### src/rtl/muldiv_pkg.sv
// Shared definitions for the iterative RV32M/RV64M multiply/divide unit:
// funct3 op encodings, FSM states and the step-counter width helper.
package muldiv_pkg;

    typedef enum logic [2:0] {
        MD_MUL    = 3'd0,
        MD_MULH   = 3'd1,
        MD_MULHSU = 3'd2,
        MD_MULHU  = 3'd3,
        MD_DIV    = 3'd4,
        MD_DIVU   = 3'd5,
        MD_REM    = 3'd6,
        MD_REMU   = 3'd7
    } md_op_e;

    typedef enum logic [1:0] {
        ST_IDLE,
        ST_CALC,
        ST_FIX,
        ST_DONE
    } md_state_e;

    function automatic int step_cnt_width(input int xlen);
        return $clog2(xlen + 1);
    endfunction

endpackage

### src/rtl/muldiv_div_step.sv
// Combinational restoring-division slice: retires STEPS quotient bits per call,
// shifting dividend bits MSB-first out of quo_in and quotient bits into its LSB.
module muldiv_div_step #(
    parameter int XLEN  = 32,
    parameter int STEPS = 1
) (
    input  logic [XLEN:0]   rem_in,
    input  logic [XLEN-1:0] quo_in,
    input  logic [XLEN-1:0] divisor,
    output logic [XLEN:0]   rem_out,
    output logic [XLEN-1:0] quo_out
);

    logic [XLEN:0]   rem;
    logic [XLEN-1:0] quo;
    logic [XLEN+1:0] trial;
    logic [XLEN+1:0] diff;

    // A negative trial difference (top bit set) means the divisor did not fit: restore.
    always_comb begin
        rem   = rem_in;
        quo   = quo_in;
        trial = '0;
        diff  = '0;
        for (int i = 0; i < STEPS; i++) begin
            trial = {rem, quo[XLEN-1]};
            diff  = trial - {2'b00, divisor};
            if (!diff[XLEN+1]) begin
                rem = diff[XLEN:0];
                quo = {quo[XLEN-2:0], 1'b1};
            end else begin
                rem = trial[XLEN:0];
                quo = {quo[XLEN-2:0], 1'b0};
            end
        end
        rem_out = rem;
        quo_out = quo;
    end

endmodule

### src/rtl/muldiv_unit.sv
// Iterative multiply/divide unit for the EX stage: magnitude shift-add multiply and
// restoring divide, one-cycle sign fix-up, valid/ready channels and flush support.
module muldiv_unit
    import muldiv_pkg::*;
#(
    parameter int XLEN     = 32,
    parameter int MUL_BITS = 4,
    parameter int DIV_BITS = 1,
    parameter int TAG_W    = 5
) (
    input  logic             clk,
    input  logic             rst_n,
    input  logic             flush,
    input  logic             req_valid,
    output logic             req_ready,
    input  logic [2:0]       req_op,
    input  logic [XLEN-1:0]  req_op1,
    input  logic [XLEN-1:0]  req_op2,
    input  logic [TAG_W-1:0] req_tag,
    output logic             resp_valid,
    input  logic             resp_ready,
    output logic [XLEN-1:0]  resp_data,
    output logic [TAG_W-1:0] resp_tag,
    output logic             busy
);

    localparam int CNT_W = step_cnt_width(XLEN);
    localparam logic [CNT_W-1:0] MUL_LAST = CNT_W'(XLEN / MUL_BITS - 1);
    localparam logic [CNT_W-1:0] DIV_LAST = CNT_W'(XLEN / DIV_BITS - 1);
    localparam logic [XLEN-1:0]  MIN_VAL  = {1'b1, {(XLEN-1){1'b0}}};

    md_state_e         state, state_next;
    logic [CNT_W-1:0]  cnt;
    md_op_e            op_q;
    logic [TAG_W-1:0]  tag_q;
    logic              neg_q;
    logic [2*XLEN-1:0] acc;
    logic [XLEN-1:0]   divisor_q;
    logic [XLEN:0]     prem;
    logic              accept;

    md_op_e            req_op_e;
    logic              op1_signed, op2_signed, sign1, sign2;
    logic              req_is_div, req_is_rem, req_neg, div_zero, div_ovf, req_special;
    logic [XLEN-1:0]   mag1, mag2, special_data;

    logic [XLEN+MUL_BITS-1:0] mul_sum;
    logic [2*XLEN-1:0]        mul_next;
    logic [XLEN:0]            rem_next;
    logic [XLEN-1:0]          quo_next;
    logic [2*XLEN-1:0]        prod_fix;
    logic [XLEN-1:0]          quo_fix, rem_fix, fix_data;

    // Request decode: operand magnitudes, final result sign and the early-out results.
    always_comb begin
        req_op_e   = md_op_e'(req_op);
        op1_signed = 1'b0;
        op2_signed = 1'b0;
        case (req_op_e)
            MD_MUL, MD_MULH, MD_DIV, MD_REM: begin
                op1_signed = 1'b1;
                op2_signed = 1'b1;
            end
            MD_MULHSU: op1_signed = 1'b1;
            default: ;
        endcase
        req_is_div  = req_op[2];
        req_is_rem  = req_op[2] & req_op[1];
        sign1       = op1_signed & req_op1[XLEN-1];
        sign2       = op2_signed & req_op2[XLEN-1];
        mag1        = sign1 ? -req_op1 : req_op1;
        mag2        = sign2 ? -req_op2 : req_op2;
        req_neg     = req_is_rem ? sign1 : (sign1 ^ sign2);
        div_zero    = req_is_div && (req_op2 == '0);
        div_ovf     = req_is_div && op1_signed && (req_op1 == MIN_VAL) && (req_op2 == '1);
        req_special = div_zero | div_ovf;
        if (req_is_rem) begin
            special_data = div_zero ? req_op1 : '0;
        end else begin
            special_data = div_zero ? '1 : MIN_VAL;
        end
    end

    always_ff @(posedge clk or negedge rst_n) begin
        if (!rst_n) begin
            state <= ST_IDLE;
        end else begin
            state <= state_next;
        end
    end

    // Flush overrides every other transition, including a DONE handshake.
    always_comb begin
        state_next = state;
        req_ready  = (state == ST_IDLE) && !flush;
        busy       = (state != ST_IDLE);
        resp_valid = (state == ST_DONE);
        accept     = req_valid && req_ready;
        if (flush) begin
            state_next = ST_IDLE;
        end else begin
            case (state)
                ST_IDLE: if (accept) state_next = req_special ? ST_DONE : ST_CALC;
                ST_CALC: if (cnt == '0) state_next = ST_FIX;
                ST_FIX:  state_next = ST_DONE;
                ST_DONE: if (resp_ready) state_next = ST_IDLE;
                default: state_next = ST_IDLE;
            endcase
        end
    end

    // Radix-2^MUL_BITS step: add multiplicand*digit into the high half, shift right.
    assign mul_sum  = {{MUL_BITS{1'b0}}, acc[2*XLEN-1:XLEN]}
                    + ({{MUL_BITS{1'b0}}, divisor_q} * {{XLEN{1'b0}}, acc[MUL_BITS-1:0]});
    assign mul_next = {mul_sum, acc[XLEN-1:MUL_BITS]};

    muldiv_div_step #(
        .XLEN  (XLEN),
        .STEPS (DIV_BITS)
    ) u_div_step (
        .rem_in  (prem),
        .quo_in  (acc[XLEN-1:0]),
        .divisor (divisor_q),
        .rem_out (rem_next),
        .quo_out (quo_next)
    );

    always_comb begin
        prod_fix = neg_q ? -acc : acc;
        quo_fix  = neg_q ? -acc[XLEN-1:0] : acc[XLEN-1:0];
        rem_fix  = neg_q ? -prem[XLEN-1:0] : prem[XLEN-1:0];
        case (op_q)
            MD_MUL:                       fix_data = prod_fix[XLEN-1:0];
            MD_MULH, MD_MULHSU, MD_MULHU: fix_data = prod_fix[2*XLEN-1:XLEN];
            MD_DIV, MD_DIVU:              fix_data = quo_fix;
            default:                      fix_data = rem_fix;
        endcase
    end

    // Multiply keeps the multiplicand in divisor_q and the multiplier in acc's low half;
    // divide keeps the dividend/quotient in acc's low half.
    always_ff @(posedge clk or negedge rst_n) begin
        if (!rst_n) begin
            cnt       <= '0;
            op_q      <= MD_MUL;
            tag_q     <= '0;
            neg_q     <= 1'b0;
            acc       <= '0;
            divisor_q <= '0;
            prem      <= '0;
            resp_data <= '0;
            resp_tag  <= '0;
        end else if (accept) begin
            op_q  <= req_op_e;
            tag_q <= req_tag;
            neg_q <= req_neg;
            prem  <= '0;
            if (req_is_div) begin
                divisor_q <= mag2;
                acc       <= {{XLEN{1'b0}}, mag1};
                cnt       <= DIV_LAST;
            end else begin
                divisor_q <= mag1;
                acc       <= {{XLEN{1'b0}}, mag2};
                cnt       <= MUL_LAST;
            end
            if (req_special) begin
                resp_data <= special_data;
                resp_tag  <= req_tag;
            end
        end else if (!flush) begin
            if (state == ST_CALC) begin
                cnt <= cnt - CNT_W'(1);
                if (op_q[2]) begin
                    acc[XLEN-1:0] <= quo_next;
                    prem          <= rem_next;
                end else begin
                    acc <= mul_next;
                end
            end else if (state == ST_FIX) begin
                resp_data <= fix_data;
                resp_tag  <= tag_q;
            end
        end
    end

endmodule

### config.mk
export PLATFORM = sky130hd
export DESIGN_NAME = muldiv_unit
export DESIGN_NICKNAME = d
export VERILOG_FILES = /design/src/rtl/muldiv_pkg.sv /design/src/rtl/muldiv_div_step.sv /design/src/rtl/muldiv_unit.sv
export SDC_FILE = /design/constraint.sdc
export NUM_CORES = 1
export LEC_CHECK = 0
export CORE_MARGIN = 3
export CORE_UTILIZATION = 35
export CTS_CLUSTER_DIAMETER = 80
export CTS_CLUSTER_SIZE = 16
export DETAILED_ROUTE_END_ITERATION = 16
export HOLD_SLACK_MARGIN = 0.02
export RECOVER_POWER = 50
export SLEW_MARGIN = 20
export SYNTH_ARGS = -nofsm -noshare
export SYNTH_HDL_FRONTEND = slang
export SYNTH_SLANG_ARGS = --single-unit
### constraint.sdc
create_clock -name clk -period 5.6 [get_ports clk]
set_input_delay 0.84 -clock clk [delete_from_list [all_inputs] [get_ports clk]]
set_output_delay 0.84 -clock clk [all_outputs]
set_load 0.005 [all_outputs]
==> flow_summary.rst, run 1 <==
.. list-table::
   :header-rows: 1

   * - Metric
     - Value
   * - Startpoint of the most critical register-to-register path
     - acc[2]
   * - Worst hold path type
     - reg -> reg
   * - Capture point of the worst reg-to-reg path
     - acc[63]
   * - Clock transition time at the flip-flop clock pins of the worst setup and hold paths
     - around 80 ps
   * - Clock buffer count from CTS
     - 17
   * - Top cells by area in the synthesized netlist
     - sky130_fd_sc_hd__dfrtp_1 (24%), sky130_fd_sc_hd__fa_1 (9.5%), sky130_fd_sc_hd__nand2_1 (6.1%)
   * - Post-synthesis sequential area ratio
     - 23.5%
   * - Placement row count
     - 85
   * - Total setup buffers inserted after CTS
     - 0
   * - Warnings, synthesis
     - 0
   * - Initial DRT Pass Iterations
     - 5
   * - Area of the die
     - ~59,000 um2
   * - Wire length of the first global-routing pass
     - 109 mm
   * - Number of hold-slack violations in the final timing report
     - 0
   * - Flip-flop and latch count after synthesis
     - 183
   * - Gate count of the mapped netlist
     - 2,482
   * - Clock latency of the later-clocked register in the worst-skew pair
     - 510 ps
   * - Number of max-cap violations
     - 3
   * - Routed Wire Length
     - between 70 and 80 mm
   * - Post-synth EDFFs
     - 0
   * - Number of antenna violations at the first check in global routing
     - 1
   * - TNS Setup
     - 0 ps
   * - F_max
     - 183 MHz
   * - Top-level I/O count
     - 117
   * - Launch point of the worst hold path
     - resp_data[7]
   * - Port Buffer Count
     - 116
   * - Vias in the first global route
     - 18,000
   * - Maximum number of pins on one net before global-route repair
     - 91
   * - Post-cts repair resize count
     - 0
   * - Final period demand of the worst path
     - about 5500 ps
   * - Fillers
     - 5,675
   * - Failing checks
     - capacitance limit, slew limit
   * - RSZ-0062 raised after global routing
     - no
   * - Detail Placement HPWL
     - 56.2 mm
   * - Cell-internal power
     - 6590 uW
   * - Footprint of the multi-input gates
     - 13,600 um2
   * - Min-Delay Endpoint
     - resp_data[7]
   * - Net load switching power
     - 7820 uW
   * - Worst-path cell chain
     - and2_1 -> fa_1 -> fa_1 -> inv_1 -> fa_1 -> inv_1 -> ha_1 -> and3_1 -> nand4_1 -> a2111oi_1 -> nor3_1 -> buf_4 -> a21o_1 -> a211o_1 -> nand2_1 -> a21oi_1 -> or3_1
   * - Global placement routability congestion
     - about 1.0
   * - Worst-case setup margin in the final layout
     - 144 ps
   * - CTS H-tree lvls
     - 4
   * - Number of nets still failing antenna checks after routing
     - 0
   * - Final count of pins violating max slew
     - slightly above 200
   * - Pwr/cell area
     - around 650 nW/um2
   * - Arrival time at the worst endpoint
     - 5830 ps
   * - Final layout net count
     - 2,782
   * - Fraction of power consumed by combinational cells
     - 74.0%
   * - Core Footprint
     - 54,500 um2
   * - Proportion of total power due to net switching
     - 54.3%
   * - Dominant cell by count in the synthesized netlist
     - sky130_fd_sc_hd__nand2_1
   * - Net count after synthesis
     - 2,739
   * - Main synth FF type
     - sky130_fd_sc_hd__dfrtp_1
   * - Crit. End Element
     - flip-flop
   * - Number of sinks on the clock net
     - 183
   * - Vias per inst
     - ~5.7
   * - Outcome
     - finished, violations left
   * - Share of final-layout standard cells stronger than drive strength 1
     - 5.04%
   * - Clk_skew
     - 24.0 ps
   * - Sequential cell area
     - 4580 um2
   * - Final design instance area without fill
     - about 22,000 um2
   * - Crit path kind
     - reg -> reg
   * - Register-to-Register Path Depth
     - 17
   * - Startpoint of the most critical setup path
     - acc[2]
   * - CP Data Required Time
     - 5980 ps
   * - Fraction of synthesis flops using an asynchronous set or reset pin
     - 100%
   * - Max Buffers Root-to-Sink
     - 2
   * - Worst hold stages
     - 2
   * - Sequential Power Share
     - 17.2%
   * - Synth top cells by count
     - sky130_fd_sc_hd__nand2_1 (315), sky130_fd_sc_hd__inv_1 (226), sky130_fd_sc_hd__o21ai_0 (223)
   * - Yosys top cell area share
     - 23.5%
   * - Leakage power summed over all cells
     - about 0.0095 uW
   * - Cell with the biggest individual delay on the critical path
     - sky130_fd_sc_hd__dfrtp_1
   * - Endpoints failing setup
     - 0
   * - Nature of the critical path startpoint
     - flip-flop
   * - Worst Setup Slack post-DPL
     - 136 ps
   * - Post-synth cell types
     - 85
   * - Initial standard-cell utilization of the core
     - 35.8%
   * - Delay of the slowest cell on the worst path
     - 660 ps
   * - Critical path fanouts, max
     - 18
   * - Final total power
     - 14,400 uW
   * - CTS tree
     - done
   * - Worst-case hold slack
     - 473 ps
   * - GR Overflow Total
     - 0
   * - Area added between synthesis and finish
     - 13.0%
   * - Vias
     - 18,600
   * - Setup slack on the worst flop-to-flop path
     - 140 ps
   * - Die X-Extent
     - between 200 and 250 um
   * - Mean routed wirelength per cell
     - 21.6 um
   * - Clock network fraction of total power
     - 8.9%
   * - Root buffer selected by CTS
     - sky130_fd_sc_hd__clkbuf_16
   * - Cell seen most often among critical-path stages
     - sky130_fd_sc_hd__fa_1
   * - Synthesized area divided by synthesized cell count
     - 7.85 um2
   * - Chip Height
     - 242 um
   * - Placed cell areas
     - 21,400 um2
   * - Peak supply drop
     - 0.310 mV
   * - Period Utilization, post-route
     - a little over nine tenths
   * - Cell taking the most area after synthesis
     - sky130_fd_sc_hd__dfrtp_1
   * - Slew at the pin closest to its max-slew limit
     - 2650 ps
   * - Iteration-0 DRC Markers
     - between 1,500 and 2,000
   * - N_diodes
     - 0
   * - Cell area after synthesis
     - around 19,000 um2
   * - # DRC
     - 0
   * - Total routing usage reported by global routing
     - 23.9%
   * - Hold-fix buffers, CTS
     - 0
   * - Relative slew slack
     - -76.5%
## worst max path at each step
stage	to	cells after the start	slack (ps)
final	acc[63]	17	140
after global routing	acc[62]	17	20
after CTS	acc[63]	17	130
after detailed placement	acc[63]	17	140
after global placement	acc[63]	17	220
after floorplan	acc[62]	18	420
## critical path: cells and delay by family, from the launching register on
| kind | cells | cell delay (ps) |
|---|---|---|
| compound gates | 4 | 1080 |
| fa+ha+maj | 4 | 1880 |
| buf+inv | 3 | 290 |
| flops | 1 | 660 |
| simple gates | 6 | 1430 |
## final cells by class
class / instances / share of cell area, %
multi-input combinational: 1937 / 61.6
clock inverter: 15 / 0.807
clock buffer: 17 / 1.93
sequential: 183 / 20.8
inverter: 226 / 3.85
tap: 739 / 4.20
timing repair buffer: 160 / 6.80
## power by group through the flow
stage | Combinational [uW] | Sequential [uW] | Clock, uW
after floorplan | 7710 | 2120 | 0
after global placement | 10300 | 2450 | 0
after detailed placement | 10500 | 2470 | 0
after CTS | 10600 | 2450 | 1320
after global routing | 11900 | 2530 | 1360
final | 10700 | 2470 | 1280
## through the flow
stage / utilization [%] / std cells
finish: 40.4 / 3277
detailed placement: 39.4 / 3245
floorplan: - / 2482
CTS: 40.5 / 3277
global placement: 39.4 / 3245
global route: 40.4 / 3277
## cell families (layout without fill, tap and decap cells)
group	count (synthesis)	in the layout	share of synthesized area, %
buffers and inverters	362	418	7.07
multiplexers	73	73	3.80
AO/OA/AOI/OAI	682	682	22.0
XOR/XNOR	195	195	8.76
flip-flops	183	183	23.5
AND/OR/NAND/NOR	807	807	19.8
adder cells (fa/ha/maj)	180	180	15.1
## layer usage
| layer | GRT usage (%) | part of all wire (%) | up-vias |
|---|---|---|---|
| met5 | 0 | 0 | - |
| met4 | 12.6 | 5.5 | 0 |
| met3 | 4.25 | 7.4 | 143 |
| met2 | 36.7 | 44 | 800 |
| met1 | 32.2 | 43 | 8961 |
| li1 | - | - | 8706 |
## sequential cells by signal (all words and copies together), names as in the netlist
register,flops
cnt,6
resp_data,32
prem,33
resp_tag,5
divisor_q,32
tag_q,5
neg_q,1
acc,64
state,2
op_q,3
## layout by cell type (no fill, tap or decap), types with 27 or more instances in the layout
cell	synthesis	final
sky130_fd_sc_hd__nor2_1	197	195
sky130_fd_sc_hd__xor2_1	95	95
sky130_fd_sc_hd__nand2_1	315	315
sky130_fd_sc_hd__nand4_1	27	27
sky130_fd_sc_hd__nand3_1	32	32
sky130_fd_sc_hd__mux2i_1	65	65
sky130_fd_sc_hd__xnor2_1	100	99
sky130_fd_sc_hd__ha_1	88	88
sky130_fd_sc_hd__a21oi_1	149	147
sky130_fd_sc_hd__o21ai_0	223	223
sky130_fd_sc_hd__fa_1	92	92
sky130_fd_sc_hd__and2_1	71	71
sky130_fd_sc_hd__o211ai_1	60	60
sky130_fd_sc_hd__nor3_1	42	42
sky130_fd_sc_hd__buf_4	3	39
sky130_fd_sc_hd__o31ai_1	35	35
sky130_fd_sc_hd__o21ai_1	27	27
sky130_fd_sc_hd__inv_1	226	226
sky130_fd_sc_hd__dfrtp_1	183	180
sky130_fd_sc_hd__clkdlybuf4s50_1	0	103
No activity file was read; power rests on OpenSTA's default activity.
==> run 2, diff against run 1 <==
--- a/config.mk
+++ b/config.mk
@@ -5,7 +5,6 @@
 export SDC_FILE = /design/constraint.sdc
 export NUM_CORES = 1
 export LEC_CHECK = 0
-export CORE_MARGIN = 3
 export CORE_UTILIZATION = 35
 export CTS_CLUSTER_DIAMETER = 80
 export CTS_CLUSTER_SIZE = 16
@@ -15,4 +14,5 @@
 export SLEW_MARGIN = 20
 export SYNTH_ARGS = -nofsm -noshare
 export SYNTH_HDL_FRONTEND = slang
+export SYNTH_HIERARCHICAL = 1
 export SYNTH_SLANG_ARGS = --single-unit
==> run 2 against run 1 <==
Against the previous run:
- the flow still finishes with violations (capacitance limit, slew limit)
- combinational power is 11% higher
- final cell count is 0.18% lower
- wire length is 8.5% higher
- die area is 1.1% lower
- setup slack better by 350 ps
- sequential cell count stayed put
- synthesized area is 2.2% higher
- sequential power is 22% higher
- largest power group unchanged
==> flow_summary.rst, run 2 <==
.. list-table::
   :header-rows: 1

   * - Metric
     - Value
   * - Startpoint of the most critical register-to-register path
     - acc[2]
   * - End-of-flow core utilization
     - 39.7% (-0.73 points)
   * - Proportion of total power due to net switching
     - 55.5% (+1.3 points)
   * - Total routing usage reported by global routing
     - 27.1% (+3.1 points)
   * - Vias in the first global route
     - 18,100 (+0.66%)
   * - Total setup buffers inserted after CTS
     - 0 (unchanged)
   * - Largest registers
     - acc (64), prem (33)
   * - Met1 layer wirelength in the final routing
     - 34.4 mm (+13%)
   * - Wire length of the first global-routing pass
     - 116 mm (+6.5%)
   * - Clock buffer count from CTS
     - 17 (unchanged)
   * - Net count after synthesis
     - 2,731 (-0.29%)
   * - Worst hold stages
     - 2 (unchanged)
   * - Number of antenna violations at the first check in global routing
     - 1 (unchanged)
   * - Routed Wire Length
     - 76.9 mm (+8.5%)
   * - Setup slack on the worst flop-to-flop path
     - 490 ps (+350 ps)
   * - Crit. End Element
     - flip-flop
   * - Sequential Power Share
     - 18.5% (+1.3 points)
   * - Core Footprint
     - 56,300 um2 (+3.4%)
   * - Failing checks
     - capacitance limit, slew limit
   * - Register-to-Register Path Depth
     - 16 (-1)
   * - Routed wire length on met2
     - 33.3 mm (+7.0%)
   * - Final total power
     - 16,300 uW (+13%)
   * - Yosys top cell area share
     - 23.0% (-0.51 points)
   * - Highest-count cells in the layout ignoring fill and taps
     - sky130_fd_sc_hd__nand2_1 (233), sky130_fd_sc_hd__inv_1 (225), sky130_fd_sc_hd__o21ai_0 (211)
   * - Fraction of power consumed by combinational cells
     - 73.3% (-0.7 points)
   * - Dominant cell by count in the synthesized netlist
     - sky130_fd_sc_hd__nand2_1
   * - Pwr/cell area
     - 727 nW/um2 (+11%)
   * - Number of nets still failing antenna checks after routing
     - 0 (unchanged)
   * - Peak supply drop
     - 0.356 mV (+15%)
   * - Post-synthesis sequential area ratio
     - 23.0% (-0.51 points)
   * - # DRC
     - 0 (unchanged)
   * - Crit path kind
     - reg -> reg
   * - GR Overflow Total
     - 0 (unchanged)
   * - Min-Delay Endpoint
     - tag_q[4]
   * - Outcome
     - finished, violations left
   * - Worst-case hold slack
     - 476 ps (+3.28 ps)
   * - Endpoints failing setup
     - 0 (unchanged)
   * - Post-synth cell types
     - 87 (+2.4%)
   * - Max Buffers Root-to-Sink
     - 2 (unchanged)
   * - Top cells by area in the synthesized netlist
     - sky130_fd_sc_hd__dfrtp_1 (23%), sky130_fd_sc_hd__fa_1 (9.2%), sky130_fd_sc_hd__ha_1 (5.5%)
   * - Critical path fanouts, max
     - 14 (-4)
   * - CTS tree
     - done
   * - Placement row count
     - 87 (+2.4%)
   * - Cell-internal power
     - 7230 uW (+9.7%)
   * - Main synth FF type
     - sky130_fd_sc_hd__dfrtp_1
   * - Clock network fraction of total power
     - 8.2% (-0.7 points)
   * - Sequential cell area
     - 4580 um2 (about the same)
   * - Footprint of the multi-input gates
     - 13,800 um2 (+1.4%)
   * - Startpoint of the most critical setup path
     - acc[2]
   * - Flip-flop and latch count after synthesis
     - 183 (unchanged)
   * - Synth top cells by count
     - sky130_fd_sc_hd__nand2_1 (233), sky130_fd_sc_hd__inv_1 (225), sky130_fd_sc_hd__o21ai_0 (211)
   * - Warnings, synthesis
     - 6 (+6)
   * - Leakage power summed over all cells
     - 0.00993 uW (+4.9%)
   * - Cell area after synthesis
     - 19,900 um2 (+2.2%)
   * - Share of final-layout standard cells stronger than drive strength 1
     - 5.25% (+0.21 points)
   * - Launch point of the worst hold path
     - tag_q[4]
   * - Mean routed wirelength per cell
     - 23.5 um (+8.7%)
   * - Top-level I/O count
     - 117 (unchanged)
   * - Area of the die
     - 57,900 um2 (-1.1%)
   * - Clock latency of the later-clocked register in the worst-skew pair
     - 520 ps (about the same)
   * - Root buffer selected by CTS
     - sky130_fd_sc_hd__clkbuf_16
   * - Detail Placement HPWL
     - 60.2 mm (+7.0%)
   * - Capture point of the worst reg-to-reg path
     - acc[63]
   * - Hold-fix buffers, CTS
     - 0 (unchanged)
   * - Area added between synthesis and finish
     - 12.2%
   * - Worst hold path type
     - reg -> reg
   * - Period Utilization, post-route
     - 91.2% (-6.2 points)
   * - Cell taking the most area after synthesis
     - sky130_fd_sc_hd__dfrtp_1
   * - Initial standard-cell utilization of the core
     - 35.4% (-0.39 points)
   * - Iteration-0 DRC Markers
     - 1,943 (+6.8%)
   * - Final layout net count
     - 2,759 (-0.83%)
   * - Post-synth EDFFs
     - 0 (unchanged)
   * - Number of sinks on the clock net
     - 183 (unchanged)
   * - Global placement routability congestion
     - 0.995 (-4.5%)
   * - Net load switching power
     - 9020 uW (+15%)
   * - Clk_skew
     - 13.2 ps (-10.8 ps)
   * - Arrival time at the worst endpoint
     - 5500 ps (-330 ps)
   * - Register with the most flip-flops
     - acc
   * - Maximum number of pins on one net before global-route repair
     - 96 (+5.5%)
   * - Routed wire length on met3
     - 5.36 mm (+2.2%)
   * - Fraction of synthesis flops using an asynchronous set or reset pin
     - 100% (unchanged)
   * - Vias
     - 18,800 (+1.0%)
   * - Die X-Extent
     - 241 um (-0.58%)
   * - CP Data Required Time
     - 5990 ps (about the same)
   * - Synthesized area divided by synthesized cell count
     - 8.05 um2 (+2.6%)
   * - TNS Setup
     - 0 ps (unchanged)
   * - Slew at the pin closest to its max-slew limit
     - 2660 ps (+12.1 ps)
   * - Clock transition time at the flip-flop clock pins of the worst setup and hold paths
     - 80 ps (about the same)
   * - Final period demand of the worst path
     - 5110 ps (-348 ps)
   * - Max reg flops
     - 64 (unchanged)
   * - N_diodes
     - 0 (unchanged)
   * - Chip Height
     - 241 um (-0.58%)
   * - Number of max-cap violations
     - 1 (-2)
   * - Vias per inst
     - 5.75 (+1.2%)
   * - RSZ-0062 raised after global routing
     - no
   * - Port Buffer Count
     - 116 (unchanged)
   * - F_max
     - 196 MHz (+6.8%)
   * - Fillers
     - 5,758 (+1.5%)
   * - CTS H-tree lvls
     - 4 (unchanged)
   * - Nature of the critical path startpoint
     - flip-flop
   * - Number of hold-slack violations in the final timing report
     - 0 (unchanged)
   * - Gate count of the mapped netlist
     - 2,474 (-0.32%)
   * - Most common library cell in the layout ignoring fill and taps
     - sky130_fd_sc_hd__nand2_1
   * - Relative slew slack
     - -77.3% (-0.81 points)
   * - Final count of pins violating max slew
     - 89 (-57%)
   * - Uppermost layer routed
     - met4
   * - Initial DRT Pass Iterations
     - 6 (+1)
   * - Post-cts repair resize count
     - 0 (unchanged)
==> run 2: cell type report <==
class	instances	area share, %
clock inverter	15	0.823
timing repair buffer	176	7.20
multi-input combinational	1898	61.5
inverter	226	3.80
clock buffer	17	1.90
tap	756	4.23
sequential	183	20.5
==> run 2: through the flow <==
step,cells,area [um2],worst slack (ps)
6_report,3271,22300,493
5_1_grt,3271,22300,186
4_1_cts,3271,22400,480
3_5_place_dp,3239,21800,526
3_3_place_gp,3239,21800,575
2_1_floorplan,2474,19900,866
==> run 2: per-layer routing <==
metal  vias to the layer above  track usage [%]
li1                       8667                -
met1                      9320             37.6
met2                       698             40.6
met3                       120             4.40
met4                         0             13.3
met5                         -                0
==> run 2: worst max-delay path by stage <==
stage / end / depth (start not counted)
2_1_floorplan: acc[63] / 17
3_3_place_gp: acc[63] / 16
3_5_place_dp: acc[63] / 16
4_1_cts: acc[63] / 16
5_1_grt: acc[63] / 16
6_report: acc[63] / 16
==> run 2: cell families (layout without fill, tap and decap cells) <==
kind of cell             after synthesis  in the layout  share of synthesized area (%)
buffers and inverters                393            434                           8.22
flip-flops                           183            183                           23.0
AND/OR/NAND/NOR                      728            728                           18.1
adder cells (fa/ha/maj)              180            180                           14.8
XOR/XNOR                             195            195                           8.57
multiplexers                          81             81                           4.24
AO/OA/AOI/OAI                        714            714                           23.1
==> run 2: power by group through the flow <==
| stage | logic [uW] | registers (uW) | clock network (uW) |
|---|---|---|---|
| 2_1_floorplan | 8590 | 2330 | 0 |
| 3_3_place_gp | 11600 | 2960 | 0 |
| 3_5_place_dp | 11700 | 2980 | 0 |
| 4_1_cts | 11800 | 2960 | 1350 |
| 5_1_grt | 13200 | 3050 | 1390 |
| 6_report | 11900 | 3010 | 1330 |
==> run 2: critical path, stage by stage, from the launching register on <==
cell,delay (ps)
sky130_fd_sc_hd__dfrtp_1,670
sky130_fd_sc_hd__and2_1,230
sky130_fd_sc_hd__fa_1,450
sky130_fd_sc_hd__fa_1,540
sky130_fd_sc_hd__inv_1,60
sky130_fd_sc_hd__fa_1,510
sky130_fd_sc_hd__inv_1,50
sky130_fd_sc_hd__ha_1,330
sky130_fd_sc_hd__a21o_1,190
sky130_fd_sc_hd__a31oi_1,330
sky130_fd_sc_hd__a2111o_1,200
sky130_fd_sc_hd__a31oi_1,40
sky130_fd_sc_hd__buf_4,160
sky130_fd_sc_hd__o21ai_0,390
sky130_fd_sc_hd__a311oi_1,190
sky130_fd_sc_hd__o2111a_1,270
sky130_fd_sc_hd__or3_1,370
==> variant, RTL diff (settings of run 2) <==
Encoding of `md_state_e`: now one-hot (4 bits for 4 states).
--- a/src/rtl/muldiv_pkg.sv
+++ b/src/rtl/muldiv_pkg.sv
@@ -14,9 +14,9 @@
     } md_op_e;
 
-    typedef enum logic [1:0] {
-        ST_IDLE,
-        ST_CALC,
-        ST_FIX,
-        ST_DONE
+    typedef enum logic [3:0] {
+        ST_IDLE = 4'b0001,
+        ST_CALC = 4'b0010,
+        ST_FIX  = 4'b0100,
+        ST_DONE = 4'b1000
     } md_state_e;
 
Behaviour: same outputs for any inputs over 4 cycles, from zero or initial values and one cycle with rst_n low; so few cycles prove little.
==> variant against run 2 <==
The run still ends with max-capacitance violations, max-slew violations left. Final area is 1.9% lower. Power is 36% lower. Worst setup slack worse by 0.21 ns. Via count is 2.2% lower. Combinational power is 44% lower. Routed wire length is 6.4% lower. Synthesized area is 1.4% lower. Sequential cell count is 2 higher. Critical path type unchanged. Highest routed layer unchanged.
==> variant: results (changes against run 2) <==
Synth top cells by count: nand2_1 (238), o21ai_0 (226), inv_1 (220), dfrtp_1 (184), a21oi_1 (172)
first-pass GRT wire length: 110 mm (-5.1%)
sequential share of the synthesized area: 23.6% (+0.59 points)
Area contributors post-synth: dfrtp_1 (23%), fa_1 (9.4%), o21ai_0 (5.8%)
per-cell routed wire length: 22.4 um (-4.5%)
Slew Viols, Final: 81 (-9.0%)
XOR/XNOR Fraction of Synth Area: 9.19% (+0.61 points)
cell leakage power: 9.89 nW (-0.36%)
Largest stage delay, worst path: 0.54 ns (-0.13 ns)
Via density: 5.74 (-0.24%)
crit path max fanout: 10 (-4)
Final Skew: 0.0231 ns (+0.00990 ns)
Synth Area in Compound Gates: 22.6% (-0.47 points)
initial antenna violation count: 2 (+1)
status: complete, but fails checks
slew margin rel.: -179% (-100 points)
slowest library cell on the worst path: fa_1
maxcap violations: 1 (unchanged)
Crit path max-delay family: compound AO/OA/AOI/OAI gates
violated checks: max-capacitance violations, max-slew violations
post-place setup slack: 0.0998 ns (-0.426 ns)
vias in the first global route: 17600 (-2.9%)
Fill cells: 5682 (-1.3%)
Detail Placement HPWL: 56.6 mm (-5.9%)
Total Routing Usage GR: 25.5% (-1.6 points)
First DRT Iteration DRCs: 2055 (+5.8%)
multiplexer area fraction after synthesis: 3.94% (-0.30 points)
Synth Area in Adders: 14.7% (-0.10 points)
NumNets Final: 2695 (-2.3%)
maximum VDD drop: 0.000277 V (-22%)
count of cell types in the netlist: 81 (-6.9%)
fraction of layout cells with a size suffix above 1: 4.44% (-0.81 points)
largest net degree at the start of global routing: 106 (+10%)
## variant: changes by cell type in the layout (fill, tap and decap cells not counted), sizes merged, moves of 9 or more
cell	delta
a31oi	-10
buf	-25
mux2i	-13
or4	-10
xor2	+10
nor3	-16
nand3	-9
o21ai	+18
## variant: worst paths after layout
path / from / cells past startpoint / to / slack (ns)
setup / recovery: acc[3] / 16 / acc[59] / 0.28
hold / removal: tag_q[4] / 2 / tag_q[4] / 0.48
setup reg to reg: acc[3] / 16 / acc[59] / 0.28
hold reg to reg: tag_q[4] / 2 / tag_q[4] / 0.48
max in group asynchronous: rst_n / 1 / acc[45] / 1.20
min in group asynchronous: rst_n / 1 / cnt[2] / 2.01
## variant: cell type report
type                    instances  area [sq um]  share of cell area [%]
multi-input cells            1869         13500                    61.5
flip-flops and latches        185          4630                    21.1
repair buffers                150          1420                    6.49
well taps                     748           936                    4.27
inverters                     220           826                    3.77
clock buffers                  17           425                    1.94
clock inverters                15           206                   0.941
diodes                          1          2.50                  0.0114
## variant: per-layer routing
metal	track usage [%]	routed length [um]	part of all wire (%)
met1	35.6	31700	44
met3	4.69	5360	7.4
met4	10.4	2720	3.8
met5	0	0	0
met2	38.6	32100	45
## variant: where the power goes
| group | total [mW] | internal, mW | switching [mW] |
|---|---|---|---|
| sequential | 2.46 | 1.72 | 0.749 |
| clock | 1.35 | 0.621 | 0.730 |
| combinational | 6.61 | 2.65 | 3.96 |
## variant: through the flow
step / area, sq um / hold slack [ns] / util, % / instances
final: 21900 / 0.478 / 39.7 / 3205
after global routing: 21900 / 0.502 / 39.6 / 3204
after global placement: 21300 / 0.449 / 38.5 / 3172
after CTS: 21900 / 0.377 / 39.7 / 3204
after detailed placement: 21300 / 0.459 / 38.5 / 3172
after floorplan: 19600 / 0.437 / - / 2434
